### src/rtl/platform_recycler.sv
`default_nettype none
// ============================================================================
// platform_recycler : platform slot store with scroll-driven respawn scanner
// Revision 1.0
// ============================================================================
module platform_recycler #(
  parameter int unsigned SCREEN_WIDTH  = 400,
  parameter int unsigned SCREEN_HEIGHT = 700,
  parameter int unsigned BLOCK_WIDTH   = 40,
  parameter int unsigned BLOCK_HEIGHT  = 5,
  parameter int unsigned NUM_BLOCKS    = 8,
  parameter int unsigned SPAWN_GAP     = 90,
  parameter logic [15:0] LFSR_SEED     = 16'hACE1
) (
  input  logic                          clk,
  input  logic                          reset,
  input  logic                          new_view,
  input  logic [31:0]                   min_y,
  input  logic [$clog2(NUM_BLOCKS)-1:0] rd_idx,
  output logic [15:0]                   rd_x,
  output logic [31:0]                   rd_y,
  output logic                          busy,
  output logic                          scan_done,
  output logic [15:0]                   recycle_count
);

  localparam int unsigned        IDX_W     = $clog2(NUM_BLOCKS);
  localparam int unsigned        X_SPAN    = SCREEN_WIDTH - BLOCK_WIDTH + 1;
  localparam logic [IDX_W-1:0]   LAST_IDX  = IDX_W'(NUM_BLOCKS - 1);
  localparam logic [15:0]        LFSR_MASK = 16'hB400;

  // A single fold of the 9-bit LFSR sample must land inside the x range.
  if (2 * X_SPAN < 512 || NUM_BLOCKS < 2 || SPAWN_GAP >= SCREEN_HEIGHT ||
      LFSR_SEED == 16'd0) begin : g_badParams
    $error("platform_recycler: invalid parameter set");
  end

  typedef enum logic [1:0] {
    IDLE = 2'd0,
    SCAN = 2'd1,
    DONE = 2'd2
  } state_t;

  state_t             r_state;
  state_t             w_nextState;
  logic [31:0]        r_slotY [NUM_BLOCKS];
  logic [15:0]        r_slotX [NUM_BLOCKS];
  logic [31:0]        r_highestY;
  logic [31:0]        r_minQ;
  logic [31:0]        r_pendingMin;
  logic               r_pending;
  logic [15:0]        r_lfsr;
  logic [IDX_W-1:0]   r_idx;
  logic               w_accept;
  logic               w_stale;
  logic               w_pendingSet;
  logic [8:0]         w_r;
  logic [8:0]         w_xr;
  logic [31:0]        w_spawnY;

  always_comb begin
    w_nextState  = r_state;
    w_accept     = 1'b0;
    w_stale      = 1'b0;
    // Anything arriving outside IDLE (including the DONE cycle) is deferred.
    w_pendingSet = new_view && (r_state != IDLE);
    case (r_state)
      IDLE: begin
        if (new_view || r_pending) begin
          w_accept    = 1'b1;
          w_nextState = SCAN;
        end
      end
      SCAN: begin
        w_stale = (r_slotY[r_idx] + 32'(BLOCK_HEIGHT)) <= r_minQ;
        if (r_idx == LAST_IDX) begin
          w_nextState = DONE;
        end
      end
      DONE:    w_nextState = IDLE;
      default: w_nextState = IDLE;
    endcase
  end

  assign w_r       = r_lfsr[8:0];
  assign w_xr      = (w_r <= 9'(X_SPAN - 1)) ? w_r : w_r - 9'(X_SPAN);
  assign w_spawnY  = r_highestY + 32'(SPAWN_GAP);
  assign busy      = (r_state == SCAN);
  assign scan_done = (r_state == DONE);

  always_ff @(posedge clk) begin
    if (reset) begin
      r_state <= IDLE;
      for (int i = 0; i < int'(NUM_BLOCKS); i++) begin
        r_slotY[i] <= 32'(i * SPAWN_GAP);
        r_slotX[i] <= 16'((i * 47) % X_SPAN);
      end
      r_highestY    <= 32'((NUM_BLOCKS - 1) * SPAWN_GAP);
      r_minQ        <= 32'd0;
      r_pendingMin  <= 32'd0;
      r_pending     <= 1'b0;
      r_lfsr        <= LFSR_SEED;
      r_idx         <= '0;
      rd_x          <= 16'd0;
      rd_y          <= 32'd0;
      recycle_count <= 16'd0;
    end else begin
      r_state <= w_nextState;
      if (w_accept) begin
        r_minQ <= new_view ? min_y : r_pendingMin;
        r_idx  <= '0;
      end else if (r_state == SCAN && r_idx != LAST_IDX) begin
        r_idx <= r_idx + 1'b1;
      end
      if (w_pendingSet) begin
        r_pending    <= 1'b1;
        r_pendingMin <= min_y;
      end else if (w_accept) begin
        r_pending <= 1'b0;
      end
      if (w_stale) begin
        r_slotY[r_idx] <= w_spawnY;
        r_slotX[r_idx] <= {7'd0, w_xr};
        r_highestY     <= w_spawnY;
        r_lfsr         <= (r_lfsr >> 1) ^ (r_lfsr[0] ? LFSR_MASK : 16'd0);
        recycle_count  <= recycle_count + 16'd1;
      end
      // Reads see the slot contents from before this edge's write.
      rd_x <= r_slotX[rd_idx];
      rd_y <= r_slotY[rd_idx];
    end
  end

endmodule
`default_nettype wire

### config.mk
export PLATFORM = sky130hd
export DESIGN_NAME = platform_recycler
export DESIGN_NICKNAME = d
export VERILOG_FILES = /design/src/rtl/platform_recycler.sv
export SDC_FILE = /design/constraint.sdc
export NUM_CORES = 1
export LEC_CHECK = 0
export CORE_MARGIN = 1.5
export CORE_UTILIZATION = 55
export CTS_BUF_LIST = sky130_fd_sc_hd__clkbuf_2 sky130_fd_sc_hd__clkbuf_4 sky130_fd_sc_hd__clkbuf_8
export CTS_CLUSTER_DIAMETER = 80
export CTS_CLUSTER_SIZE = 24
export DETAILED_ROUTE_END_ITERATION = 7
export PLACE_DENSITY = 0.81
export SYNTH_ARGS = -nofsm -noshare
export SYNTH_HDL_FRONTEND = slang
export SYNTH_SLANG_ARGS = --single-unit
### constraint.sdc
create_clock -name clk -period 14.7 [get_ports clk]
set_input_delay 2.94 -clock clk [delete_from_list [all_inputs] [get_ports clk]]
set_output_delay 2.94 -clock clk [all_outputs]
set_load 0.05 [all_outputs]
Word level (Yosys, flattened, before mapping)
Memory sizes are Yosys's and may differ from the RTL's. A register that Yosys moved wholly into a read port is not among the register bits.
Index checks and enable logic that the tools add are counted.
W data, S select, Z words.
{ "classes": {"add_sub_neg": 5, "magnitude_cmp": 2, "eq_ne": 6, "n_mux": 24, "n_bitwise": 1, "reduce_logical": 10} }
{ "ops": {"columns": ["operator", "count"], "rows": [
  ["$mux W32", 2],
  ["$add A32 B3 Y32 const B", 1],
  ["$add A32 B7 Y32 const B", 1],
  ["$le A32 B32 Y1", 1],
  ["$reduce_or A32 Y1", 1],
  ["$mux W9", 2],
  ["$add A16 B1 Y16 const B", 1],
  ["$mux W16", 1],
  ["$xor A15 B16 Y16", 1],
  ["$mux W1", 12],
  ["$mux W3", 4],
  ["$le A9 B9 Y1 const B", 1],
  ["$reduce_or A9 Y1", 1],
  ["$sub A9 B9 Y9 const B", 1],
  ["$mux W2", 2],
  ["$pmux W2 S2", 1],
  ["$reduce_bool A2 Y1", 2],
  ["$add A3 B1 Y3 const B", 1],
  ["$eq A3 B3 Y1 const B", 1],
  ["$ne A3 B3 Y1 const B", 1],
  ["$eq A2 B1 Y1 const B", 1],
  ["$eq A2 B2 Y1 const B", 1],
  ["$logic_and A1 B1 Y1", 2],
  ["$logic_not A2 Y1", 1],
  ["5 further kinds", 5]
]} }
{ "word_totals": {"reg_bits": 150, "mem_bits_rw": 328, "in_bits": 38, "mem_count": 2} }
{ "memory_table": {"columns": ["memory", "depth", "word_bits", "rd", "rd_ports_with_merged_regs", "wr", "line_no", "rtl"], "rows": [
  ["r_slotY", 8, 32, 2, 2, 8, "46", "logic [31:0] r_slotY [NUM_BLOCKS];"],
  ["r_slotX", 8, 9, 1, 1, 8, "47", "logic [15:0] r_slotX [NUM_BLOCKS];"]
]} }

Logic depth before layout (Yosys ltp)
Gate-level depths: netlist of run 1.
{ "depth": {"ltp_word": 8, "mapped_depth": 23, "depth_no_buf": 18} }

Least setup slack after synthesis of run 1
No wires, ideal clock.
{ "synth_path": {"kind": "register to register", "start": "register (tool-made name)", "end": "memory r_slotX[0][0] in the netlist's numbering (enable)", "setup_ns": 0.493, "arrival_time_ns": 7.220, "slack_ns": 6.987, "path_stages_with_launch": 20, "n_path_buf": 4, "synth_period_minus_slack_ns": 7.713, "cell_sequence": "dfxtp_1 buf_6 buf_12 mux4_2 mux2i_2 or3_4 or3_4 or3_4 nor4_4 xnor2_1 ha_1 nand4_1 nor4_1 and4_1 a211o_1 o211a_1 buf_2 clkbuf_1 nand2_1 o21ai_0"} }
{ "synth_rtl": {"columns": ["item", "line_no"], "rows": [
  ["end: declaration", "47"]
]} }

==> results.md, run 1 <==
* Outcome: finished, final reports clean
* Synth unique cells at 61
* Crit path DAT at 7.89 ns
* Register area at 13140 um^2
* Proportion of synthesized area in mux cells at between 10% and 20%
* Initial core utilization at between 50% and 60%
* Multi-input logic area at between 9000 and 10000 um^2
* CORE AREA at 42230 um^2
* Post-synth top area share at between 40 and 50%
* Total congestion overflow at 0
* Crit Path Class: reg2reg
* Worst Setup Start Kind: register
* Initial antenna violation count at 0
* Vias in the first global route at 16180
* ANT nets after route at 0
* Total CTS buffers at 26
* Ports at 104
* Slew HR at between 10% and 20%
* Async set-or-reset flop fraction in the synthesized netlist at 0%
* CP required at 15.01 ns
* Wirelength, routed at approximately 60000 um
* Worst-path maximum fanout at between 60 and 70
* CTS tree: yes
* Grt met3 use at approximately 4.5%
* Pleak at 0.008392 uW
* FF+latch count, synth at 496
* Minimum clock period at 7.586 ns
* Kind of path behind the tightest hold check: reg2reg
* CTS clk-pin slew, worst paths at around 0.14 ns
* Min-delay src: r_pendingMin[17]
* Final net count at 2079
* Fill cells at 3182
* GRT met1 Usage at 34.56%
* Number of diodes at 0
* Area grow syn2layout at 8.038%
* Top cells by area in the synthesized netlist: edfxtp_1 (40%), dfxtp_1 (15%), mux4_2 (12%), nor2_1 (6.1%), mux2i_1 (4.3%)
* Largest net degree at the start of global routing at 88
* Dominant synthesized flop cell: edfxtp_1
* Die Span X at 210.8 um
* GRT busiest layer: met2
* Avg Vias per Cell at 6.324
* Synthesized area per cell at 11.97 um^2
* Initial DRT Pass Iterations at 7
* DRC at 0
* Least-Margin Pin Slew at 1.261 ns
* Crit path capture type: register
* Count leader, synth: nor2_1
* WL per Instance at 23.54 um
* Final hold violation count at 0
* Tcrit/Tclk final at about half
* Mapped cell area at approximately 24000 um^2
* Sum Neg Setup Slack at 0 ns
* Fraction of layout cells with a size suffix above 1 at 11.96%
* Largest family of logic cells by synthesized area: multiplexers
* Clk_lat worst skew at ~0.65 ns
* Vert. Die Dim at 210.8 um
* Final Skew at 0.02396 ns
* Final Util at 60.73%
* Post-synth EDFFs at 320
* Adder-cell share of the synthesized area at 1.950%
* Cell taking the most area after synthesis: edfxtp_1
* Standard-cell rows at 75
* Cell Pwr Density at 104.5 nW/um^2
* Final max-slew violation count at 0
* Via count at 16210
* Met2 usage in global routing at 46.74%
* First-pass GRT wire length at 92120 um
* Placer Congestion at 0.8954
* Power consumption at 2679 uW
* Sink Count at 496
* Post-CTS setup buffers at 0
* XOR/XNOR Fraction of Synth Area at 3.136%
* H-Tree Depth at 1
* GRT Util Overall at a little over a quarter
* Sequential area share after synthesis at between 50% and 60%
* Port bufs at 95
* Post-Syn Instances at 1983
* Max cap viols at 0
* Post-Synth Simple-Gate Area at 13.79%
* RSZ-0062 raised after global routing: no
* Clock Path Buffers at 3
* Detailed Route Iter0 Violations at about 1900
* Hold_buf cts at 0
* Final Setup Violations at 0
* Post-synthesis compound-gate area fraction at 4.380%
* Dpl hpwl at 39520 um
* CTS Root Cell: clkbuf_8
* Yosys warning total at 0
* Fmax achieved at ~130 MHz
* Max IR drop VDD at 0.00008914 V
* Worst reg-to-reg setup slack at around 7.1 ns
* Full die area at 44420 um^2
* Post-CTS resize count at 0
* Most frequent cells after synthesis: nor2_1 (387), edfxtp_1 (320), nand2_1 (222)
## logic make-up after synthesis
kind of cell | after synthesis
XOR/XNOR | 85
other | 1
AND/OR/NAND/NOR | 770
buffers and inverters | 176
flip-flops | 496
multiplexers | 248
AO/OA/AOI/OAI | 170
adder cells (fa/ha/maj) | 37
## power by group
part	internal, uW	switching, uW
clock	247	431
sequential	1540	39.6
combinational	155	265
total	1940	735
## sequential cells by signal, indices dropped and copies added (netlist names), 2 cells and up, named ones only
| register | flops |
|---|---|
| rd_x | 9 |
| rd_y | 31 |
| r_minQ | 32 |
| r_slotX | 72 |
| r_highestY | 31 |
| r_pendingMin | 32 |
| r_slotY | 248 |
| r_idx | 3 |
| r_lfsr | 16 |
| r_state | 2 |
| recycle_count | 16 |
## per-layer routing
| metal | vias to the layer above | wire length, um |
|---|---|---|
| met4 | 0 | 2924 |
| li1 | 7182 | - |
| met1 | 7995 | 22110 |
| met5 | - | 0 |
| met3 | 179 | 5323 |
| met2 | 853 | 29980 |
## critical path, cell delays in order, from the launching register on
cell     delay, ns
dfxtp_2       0.34
buf_4         0.75
mux4_1        0.46
mux2i_1       0.15
nor4_1        0.56
and2b_1       0.30
and2_1        0.22
nand2_1       0.18
nor4_4        0.32
xnor2_1       0.12
ha_1          0.35
nand4_1       0.16
nor4_1        0.55
and4_1        0.33
a211o_1       0.13
o211a_2       0.18
buf_4         0.54
nand2_1       0.35
o21ai_4       0.64
buf_4         0.50
## layout make-up
| type | count | area share (%) |
|---|---|---|
| Clock buffer | 41 | 1.883 |
| Clock inverter | 7 | 0.4244 |
| Inverter | 42 | 0.6147 |
| Multi-Input combinational cell | 1318 | 38.83 |
| Sequential cell | 496 | 51.23 |
| Tap cell | 539 | 2.630 |
| Timing Repair Buffer | 120 | 4.386 |
## through the flow
| stage | hold slack, ns | cell area, um^2 | std cells | worst slack (ns) |
|---|---|---|---|---|
| after detailed placement | 0.4458 | 25060 | 2515 | 7.212 |
| after floorplan | 0.4321 | 23770 | 1990 | 6.987 |
| after global placement | 0.4411 | 25060 | 2515 | 7.399 |
| final | 0.4641 | 25650 | 2563 | 7.114 |
| after CTS | 0.4642 | 25650 | 2563 | 7.178 |
| after global routing | 0.4827 | 25650 | 2563 | 6.690 |
## final timing paths
kind / cells after the start / to
worst max-delay path: 19 / r_slotX[6][6]
worst min-delay path: 2 / r_pendingMin[17]
worst max register to register: 19 / r_slotX[6][6]
worst min register to register: 2 / r_pendingMin[17]
## cells in the final DEF (no fill, tap or decap), types with 42 or more instances in the layout
master and instances:
mux2i_1 103, clkdlybuf4s50_1 90, nor2_1 387, xor2_1 42, inv_1 42, mux4_2 131, nand2_1 221, nand3_1 42
edfxtp_1 320, a21oi_1 69, xnor2_1 43, dfxtp_1 173
(Power assumes the default switching activity.)
==> inputs of run 2 (changes only) <==
==> constraint.sdc (replaced) <==
create_clock -name clk -period 7.9 [get_ports clk]
set_input_delay 1.58 -clock clk [delete_from_list [all_inputs] [get_ports clk]]
set_output_delay 1.58 -clock clk [all_outputs]
set_load 0.05 [all_outputs]
==> run 2 against run 1 <==
Routed wire length grew 0.88%. Utilization grew 0.17 points. Via count grew 0.28%. Global-route usage grew 0.37 points. Clock-buffer cell count is the same. Hold slack is essentially flat. Sequential share of layout area shrank 0.14 points. First-iteration DRC count grew 1.2%. Largest cell class unchanged. Highest routed layer unchanged.
==> results.md, run 2 (synthesis gave the netlist of run 1 again) <==
* Outcome: finished, final reports clean
* Final Skew at 0.03280 ns (+0.008849 ns)
* Die Span X at 210.8 um (unchanged)
* Fmax achieved at 146.4 MHz (+11%)
* Clock Path Buffers at 3 (unchanged)
* Total congestion overflow at 0 (unchanged)
* Max reg flops at 248 (unchanged)
* Port bufs at 95 (unchanged)
* Ports at 104 (unchanged)
* Hold_buf cts at 0 (unchanged)
* Worst-path maximum fanout at 31 (-51%)
* Largest registers: r_slotY: 248 flops, r_slotX: 72 flops
* Dpl hpwl at 39970 um (+1.1%)
* Minimum clock period at 6.829 ns (-0.7567 ns)
* Hold EP: r_pendingMin[18]
* Comb power frac at 16.1% (+0.4 points)
* Post-CTS resize count at 0 (unchanged)
* Tcrit/Tclk final at 86.44% (+35 points)
* Fraction of layout cells with a size suffix above 1 at 12.49% (+0.53 points)
* Cell Pwr Density at 191.1 nW/um^2 (+83%)
* Final net count at 2091 (+0.58%)
* Finished layout cell area at 25720 um^2 (+0.28%)
* Number of diodes at 0 (unchanged)
* Wirelength, routed at 60870 um (+0.88%)
* Final Setup Violations at 0 (unchanged)
* Worst hold slack at 0.4636 ns (-0.0004950 ns)
* WL per Instance at 23.66 um (+0.49%)
* DRC at 0 (unchanged)
* Crit Path Class: reg2reg
* Clk_lat worst skew at 0.65 ns (about the same)
* Sw Pwr at 1356 uW (+84%)
* Vias in the first global route at 16150 (-0.17%)
* Slowest library cell on the worst path: dfxtp_2
* Placed cell count at 2528 (+0.52%)
* ANT nets after route at 0 (unchanged)
* Pleak at 0.008434 uW (+0.51%)
* Placer Congestion at 0.8916 (-0.42%)
* Crit-path cells: mux4_2 -> mux2i_1 -> nor4_1 -> and2b_1 -> and2_1 -> nand2_1 -> nor4_4 -> xnor2_1 -> ha_1 -> nand4_1 -> nor4_1 -> and4_1 -> a211o_1 -> o211a_2 -> nand2_1 -> o21ai_4 -> buf_4
* Power consumption at 4915 uW (+83%)
* CTS tree: yes
* Fill cells at 3248 (+2.1%)
* Initial core utilization at 56.22% (unchanged)
* Sum Neg Setup Slack at 0 ns (unchanged)
* Cells on worst reg2reg path at 17 (-2)
* Worst Setup Start Kind: register
* RSZ-0062 raised after global routing: no
* Crit path capture type: register
* Total CTS buffers at 25 (-3.8%)
* H-Tree Depth at 1 (unchanged)
* CTS clk-pin slew, worst paths at 0.15 ns (about the same)
* Vert. Die Dim at 210.8 um (unchanged)
* Clock group share of total power at 23.9% (-1.4 points)
* CORE AREA at 42230 um^2 (unchanged)
* Internal Power at 3559 uW (+83%)
* Detailed Route Iter0 Violations at 1920 (+1.2%)
* Crit path DAT at 7.12 ns (-0.77 ns)
* Min-Delay Path Depth at 2 (unchanged)
* Most frequent cells in the layout: nor2_1 (387), edfxtp_1 (320), nand2_1 (220), dfxtp_1 (173), mux4_2 (131)
* First-pass GRT wire length at 93840 um (+1.9%)
* Critical Path Max Stage Delay at 0.91 ns (+0.16 ns)
* Min-delay src: r_pendingMin[18]
* Top delay family on crit path: simple AND/OR/NAND/NOR gates
* Area grow syn2layout at 8.344%
* Least-Margin Pin Slew at 1.318 ns (+0.05673 ns)
* CP required at 8.19 ns (-6.82 ns)
* RR Endpoint: r_slotY[4][24]
* Seq pwr share at 60.0% (+0.9 points)
* Most flop-heavy register: r_slotY
* Final max-slew violation count at 0 (unchanged)
* Sink Count at 496 (unchanged)
* Final hold violation count at 0 (unchanged)
* Non-filler cells, final at 2573 (+0.39%)
* Standard-cell rows at 75 (unchanged)
* Via count at 16260 (+0.28%)
* Full die area at 44420 um^2 (unchanged)
* Post-DP Area at 25210 um^2 (+0.62%)
* Kind of path behind the tightest hold check: reg2reg
* Avg Vias per Cell at 6.318 (-0.11%)
* GRT Util Overall at 27.79% (+0.37 points)
* CTS Root Cell: clkbuf_8
* Most common cell after layout, fill and taps aside: nor2_1
* Initial DRT Pass Iterations at 5 (-2)
* Largest net degree at the start of global routing at 87 (-1.1%)
* Switching share of power at 27.58% (+0.15 points)
* Initial antenna violation count at 0 (unchanged)
* Post-CTS setup buffers at 0 (unchanged)
* Max IR drop VDD at 0.0001198 V (+34%)
* Max cap viols at 0 (unchanged)
* Slew HR at 11.76% (-3.8 points)
* Buf/Inv on CP at 1 (-2)
* Worst reg-to-reg setup slack at 1.07 ns (-6.04 ns)
[run 2: how the worst max path moves through the flow]
stage               startpoint  cells past startpoint  slack, ns        endpoint
floorplan             register                     19       0.19   r_slotX[0][0]
global placement      register                     17       1.42  r_slotY[4][19]
finish                register                     17       1.07  r_slotY[4][24]
CTS                   register                     17       1.24  r_slotY[4][20]
global route          register                     18       0.80  r_slotY[4][29]
detailed placement    register                     17       1.26  r_slotY[4][19]
[run 2: per-stage QoR]
step,worst slack (ns),utilization [%]
2_1_floorplan,0.1869,-
5_1_grt,0.8013,60.91
3_5_place_dp,1.261,59.70
6_report,1.071,60.91
4_1_cts,1.237,60.91
3_3_place_gp,1.425,59.70
[run 2: worst register-to-register path, cell delays in order, from the launching register on]
cell and delay, ns:
dfxtp_2 0.91, mux4_2 0.38, mux2i_1 0.13, nor4_1 0.66
and2b_1 0.31, and2_1 0.21, nand2_1 0.18, nor4_4 0.34
xnor2_1 0.13, ha_1 0.35, nand4_1 0.15, nor4_1 0.69
and4_1 0.36, a211o_1 0.13, o211a_2 0.51, nand2_1 0.33
o21ai_4 0.21, buf_4 0.48
[run 2: power by group through the flow]
stage | Clock [uW] | Sequential, uW | Combinational [uW]
final | 1180 | 2950 | 790
after floorplan | 0 | 3040 | 493
after global routing | 1280 | 2960 | 845
after CTS | 1190 | 2950 | 786
after detailed placement | 0 | 3000 | 783
after global placement | 0 | 3000 | 762
[run 2: per-layer routing]
layer	part of all wire, %	track usage [%]	vias up
met2	50	48.42	910
li1	-	-	7203
met3	8.5	3.613	171
met4	4.0	10.32	0
met1	37	35.70	7971
met5	0	0	-
[run 2: final cells by class]
cell class / count / area, um^2 / area share, %
Clock inverter: 4 / 32.53 / 0.1265
Clock buffer: 41 / 476.7 / 1.853
Multi-Input combinational cell: 1318 / 9967 / 38.75
Tap cell: 539 / 674.4 / 2.622
Inverter: 42 / 157.7 / 0.6130
Timing Repair Buffer: 133 / 1272 / 4.947
Sequential cell: 496 / 13140 / 51.08
==> inputs of run 3 (changes only) <==
--- a/config.mk
+++ b/config.mk
@@ -9,7 +9,7 @@
 export CORE_UTILIZATION = 55
 export CTS_BUF_LIST = sky130_fd_sc_hd__clkbuf_2 sky130_fd_sc_hd__clkbuf_4 sky130_fd_sc_hd__clkbuf_8
 export CTS_CLUSTER_DIAMETER = 80
-export CTS_CLUSTER_SIZE = 24
+export CTS_CLUSTER_SIZE = 14
 export DETAILED_ROUTE_END_ITERATION = 7
 export PLACE_DENSITY = 0.81
 export SYNTH_ARGS = -nofsm -noshare
==> constraint.sdc (replaced) <==
create_clock -name clk -period 7.55 [get_ports clk]
set_input_delay 1.51 -clock clk [delete_from_list [all_inputs] [get_ports clk]]
set_output_delay 1.51 -clock clk [all_outputs]
set_load 0.05 [all_outputs]
==> run 3 against run 2 <==
Flip-flop and latch count unchanged. Hold slack got worse by 0.0053 ns. Critical endpoint is now r_slotX[4][2]. Via count increased by 2.5%.
==> results.md, run 3 (synthesis gave the netlist of run 1 again) <==
* Comb power frac at 15.0% (-1.1 points)
* Final worst setup slack at 0.9906 ns (-0.08028 ns)
* Post-DP Area at 25270 um^2 (+0.23%)
* CTS clk-pin slew, worst paths at 0.10 ns (-0.05 ns)
* Largest net degree at the start of global routing at 92 (+5.7%)
* Final hold violation count at 0 (unchanged)
* Number of diodes at 0 (unchanged)
* Final Skew at 0.04818 ns (+0.01537 ns)
* Vias in the first global route at 16470 (+2.0%)
* Post-CTS setup buffers at 0 (unchanged)
* Wirelength, routed at 61410 um (+0.88%)
* Port bufs at 95 (unchanged)
* Outcome: finished, final reports clean
* DRC at 0 (unchanged)
* Total CTS buffers at 41 (+64%)
* Worst-path maximum fanout at 25 (-19%)
* Slew HR at 11.05% (-0.71 points)
* Clk_lat worst skew at 0.62 ns (-0.03 ns)
* Internal Power at 3971 uW (+12%)
* Fill cells at 3173 (-2.3%)
* Vert. Die Dim at 210.8 um (unchanged)
* Final Setup Violations at 0 (unchanged)
* Most flop-heavy register: r_slotY
* Fmax achieved at 152.5 MHz (+4.1%)
* Met2 usage in global routing at 47.95% (-0.48 points)
* GRT Util Overall at 28.05% (+0.25 points)
* CTS Root Cell: clkbuf_8
* Hold_buf cts at 0 (unchanged)
* CTS tree: yes
* Clock group share of total power at 28.3% (+4.4 points)
* CP required at 7.86 ns (-0.33 ns)
* GRT busiest layer: met2
* Sink Count at 496 (unchanged)
* Via count at 16660 (+2.5%)
* Finished layout cell area at 26080 um^2 (+1.4%)
* Sw Pwr at 1479 uW (+9.1%)
* Largest registers: r_slotY: 248 flops, r_slotX: 72 flops
* Fraction of layout cells with a size suffix above 1 at 13.87% (+1.4 points)
* ANT nets after route at 0 (unchanged)
* Sum Neg Setup Slack at 0 ns (unchanged)
* Dpl hpwl at 40230 um (+0.67%)
* WL per Instance at 23.55 um (-0.47%)
* Area grow syn2layout at 9.861%
* Final max-slew violation count at 0 (unchanged)
* Pre-CTS setup slack at 1.192 ns (-0.06897 ns)
* Clock Path Buffers at 3 (unchanged)
* Minimum clock period at 6.559 ns (-0.2697 ns)
* Final Util at 61.76% (+0.85 points)
* Standard-cell rows at 75 (unchanged)
* Crit path capture type: register
* Avg Vias per Cell at 6.387 (+1.1%)
* Full die area at 44420 um^2 (unchanged)
* Die Span X at 210.8 um (unchanged)
* Seq pwr share at 56.6% (-3.4 points)
* CORE AREA at 42230 um^2 (unchanged)
* Min-delay src: r_pendingMin[27]
* RR Endpoint: r_slotX[4][2]
* Detailed Route Iter0 Violations at 1899 (-1.1%)
* Cell Pwr Density at 209.0 nW/um^2 (+9.4%)
* Pleak at 0.008634 uW (+2.4%)
* Initial core utilization at 56.22% (unchanged)
* Max IR drop VDD at 0.0001437 V (+20%)
* Worst Setup Start Kind: register
* Final net count at 2114 (+1.1%)
* Initial DRT Pass Iterations at 6 (+1)
* Least-Margin Pin Slew at 1.334 ns (+0.01655 ns)
* Crit path DAT at 6.86 ns (-0.26 ns)
* Worst hold slack at 0.4583 ns (-0.005304 ns)
* Total congestion overflow at 0 (unchanged)
* Post-CTS resize count at 0 (unchanged)
* Worst reg-to-reg setup slack at 0.99 ns (-0.08 ns)
* GRT met1 Usage at 36.02% (+0.32 points)
* Max reg flops at 248 (unchanged)
* Placer Congestion at 0.9335 (+4.7%)
* Tcrit/Tclk final at 86.88% (+0.43 points)
* H-Tree Depth at 2 (+1)
* Max cap viols at 0 (unchanged)
* First-pass GRT wire length at 94830 um (+1.1%)
* Switching share of power at 27.13% (-0.45 points)
* Ports at 104 (unchanged)
* Initial antenna violation count at 0 (unchanged)
* RSZ-0062 raised after global routing: no
* Cells on worst reg2reg path at 18 (+1)
* Grt met3 use at 4.490% (+0.88 points)
* Hold EP: r_pendingMin[27]
* Most common cell after layout, fill and taps aside: nor2_1
* Kind of path behind the tightest hold check: reg2reg
* Min-Delay Path Depth at 2 (unchanged)
* Most frequent cells in the layout: nor2_1 (387), edfxtp_1 (320), nand2_1 (221), dfxtp_1 (173), mux4_2 (131)
* Crit Path Class: reg2reg
## run 3: changes by cell type in the layout (fill, tap and decap cells not counted), sizes merged
cell	change
clkbuf	+29
buf	+7
inv	-4
clkinvlp	+2
clkinv	+1
## run 3: critical path, stage by stage (launching register included)
cell and delay, ns:
dfxtp_2 0.95, mux4_1 0.45, mux2i_1 0.15, nor4_1 0.64, and2b_1 0.28, and2_1 0.20
nand2_1 0.17, nor4_4 0.33, xnor2_1 0.12, ha_1 0.34, nand4_1 0.16, nor4_1 0.45
and4_1 0.31, a211o_1 0.13, o211ai_1 0.44, buf_4 0.40, nor2_1 0.43, buf_4 0.23
nand2_1 0.05
## run 3: cell type report
| cell class | count | area [um^2] | area share (%) |
|---|---|---|---|
| sequential | 496 | 13140 | 50.38 |
| multi-input combinational | 1318 | 9960 | 38.19 |
| timing repair buffer | 140 | 1338 | 5.129 |
| clock buffer | 70 | 788.3 | 3.022 |
| tap | 539 | 674.4 | 2.586 |
| inverter | 42 | 157.7 | 0.6045 |
| clock inverter | 3 | 23.77 | 0.09115 |
## run 3: layer usage
layer	vias to the layer above	part of all wire [%]
li1	7252	-
met1	8240	37
met2	982	50
met3	184	9.8
met4	0	4.0
met5	-	0
## run 3: power groups by stage
stage | registers (uW) | clock network (uW) | logic (uW)
6_report | 3090 | 1540 | 819
3_3_place_gp | 3130 | 0 | 787
2_1_floorplan | 3180 | 0 | 516
4_1_cts | 3080 | 1560 | 814
5_1_grt | 3100 | 1650 | 876
3_5_place_dp | 3150 | 0 | 809
## run 3: how the worst max path moves through the flow
stage              from           endpoint  slack, ns  cells past startpoint
2_1_floorplan  register      r_slotX[0][0]      -0.16                     19
3_3_place_gp   register  recycle_count[15]       1.37                     18
3_5_place_dp   register      r_slotX[4][2]       1.19                     18
4_1_cts        register      r_slotX[4][2]       1.14                     18
5_1_grt        register  recycle_count[15]       0.64                     18
6_report       register      r_slotX[4][2]       0.99                     18
## run 3: per-stage QoR
stage          instances  power [uW]
2_1_floorplan       1990        3695
4_1_cts             2608        5457
6_report            2608        5450
3_3_place_gp        2535        3922
3_5_place_dp        2535        3956
5_1_grt             2608        5630
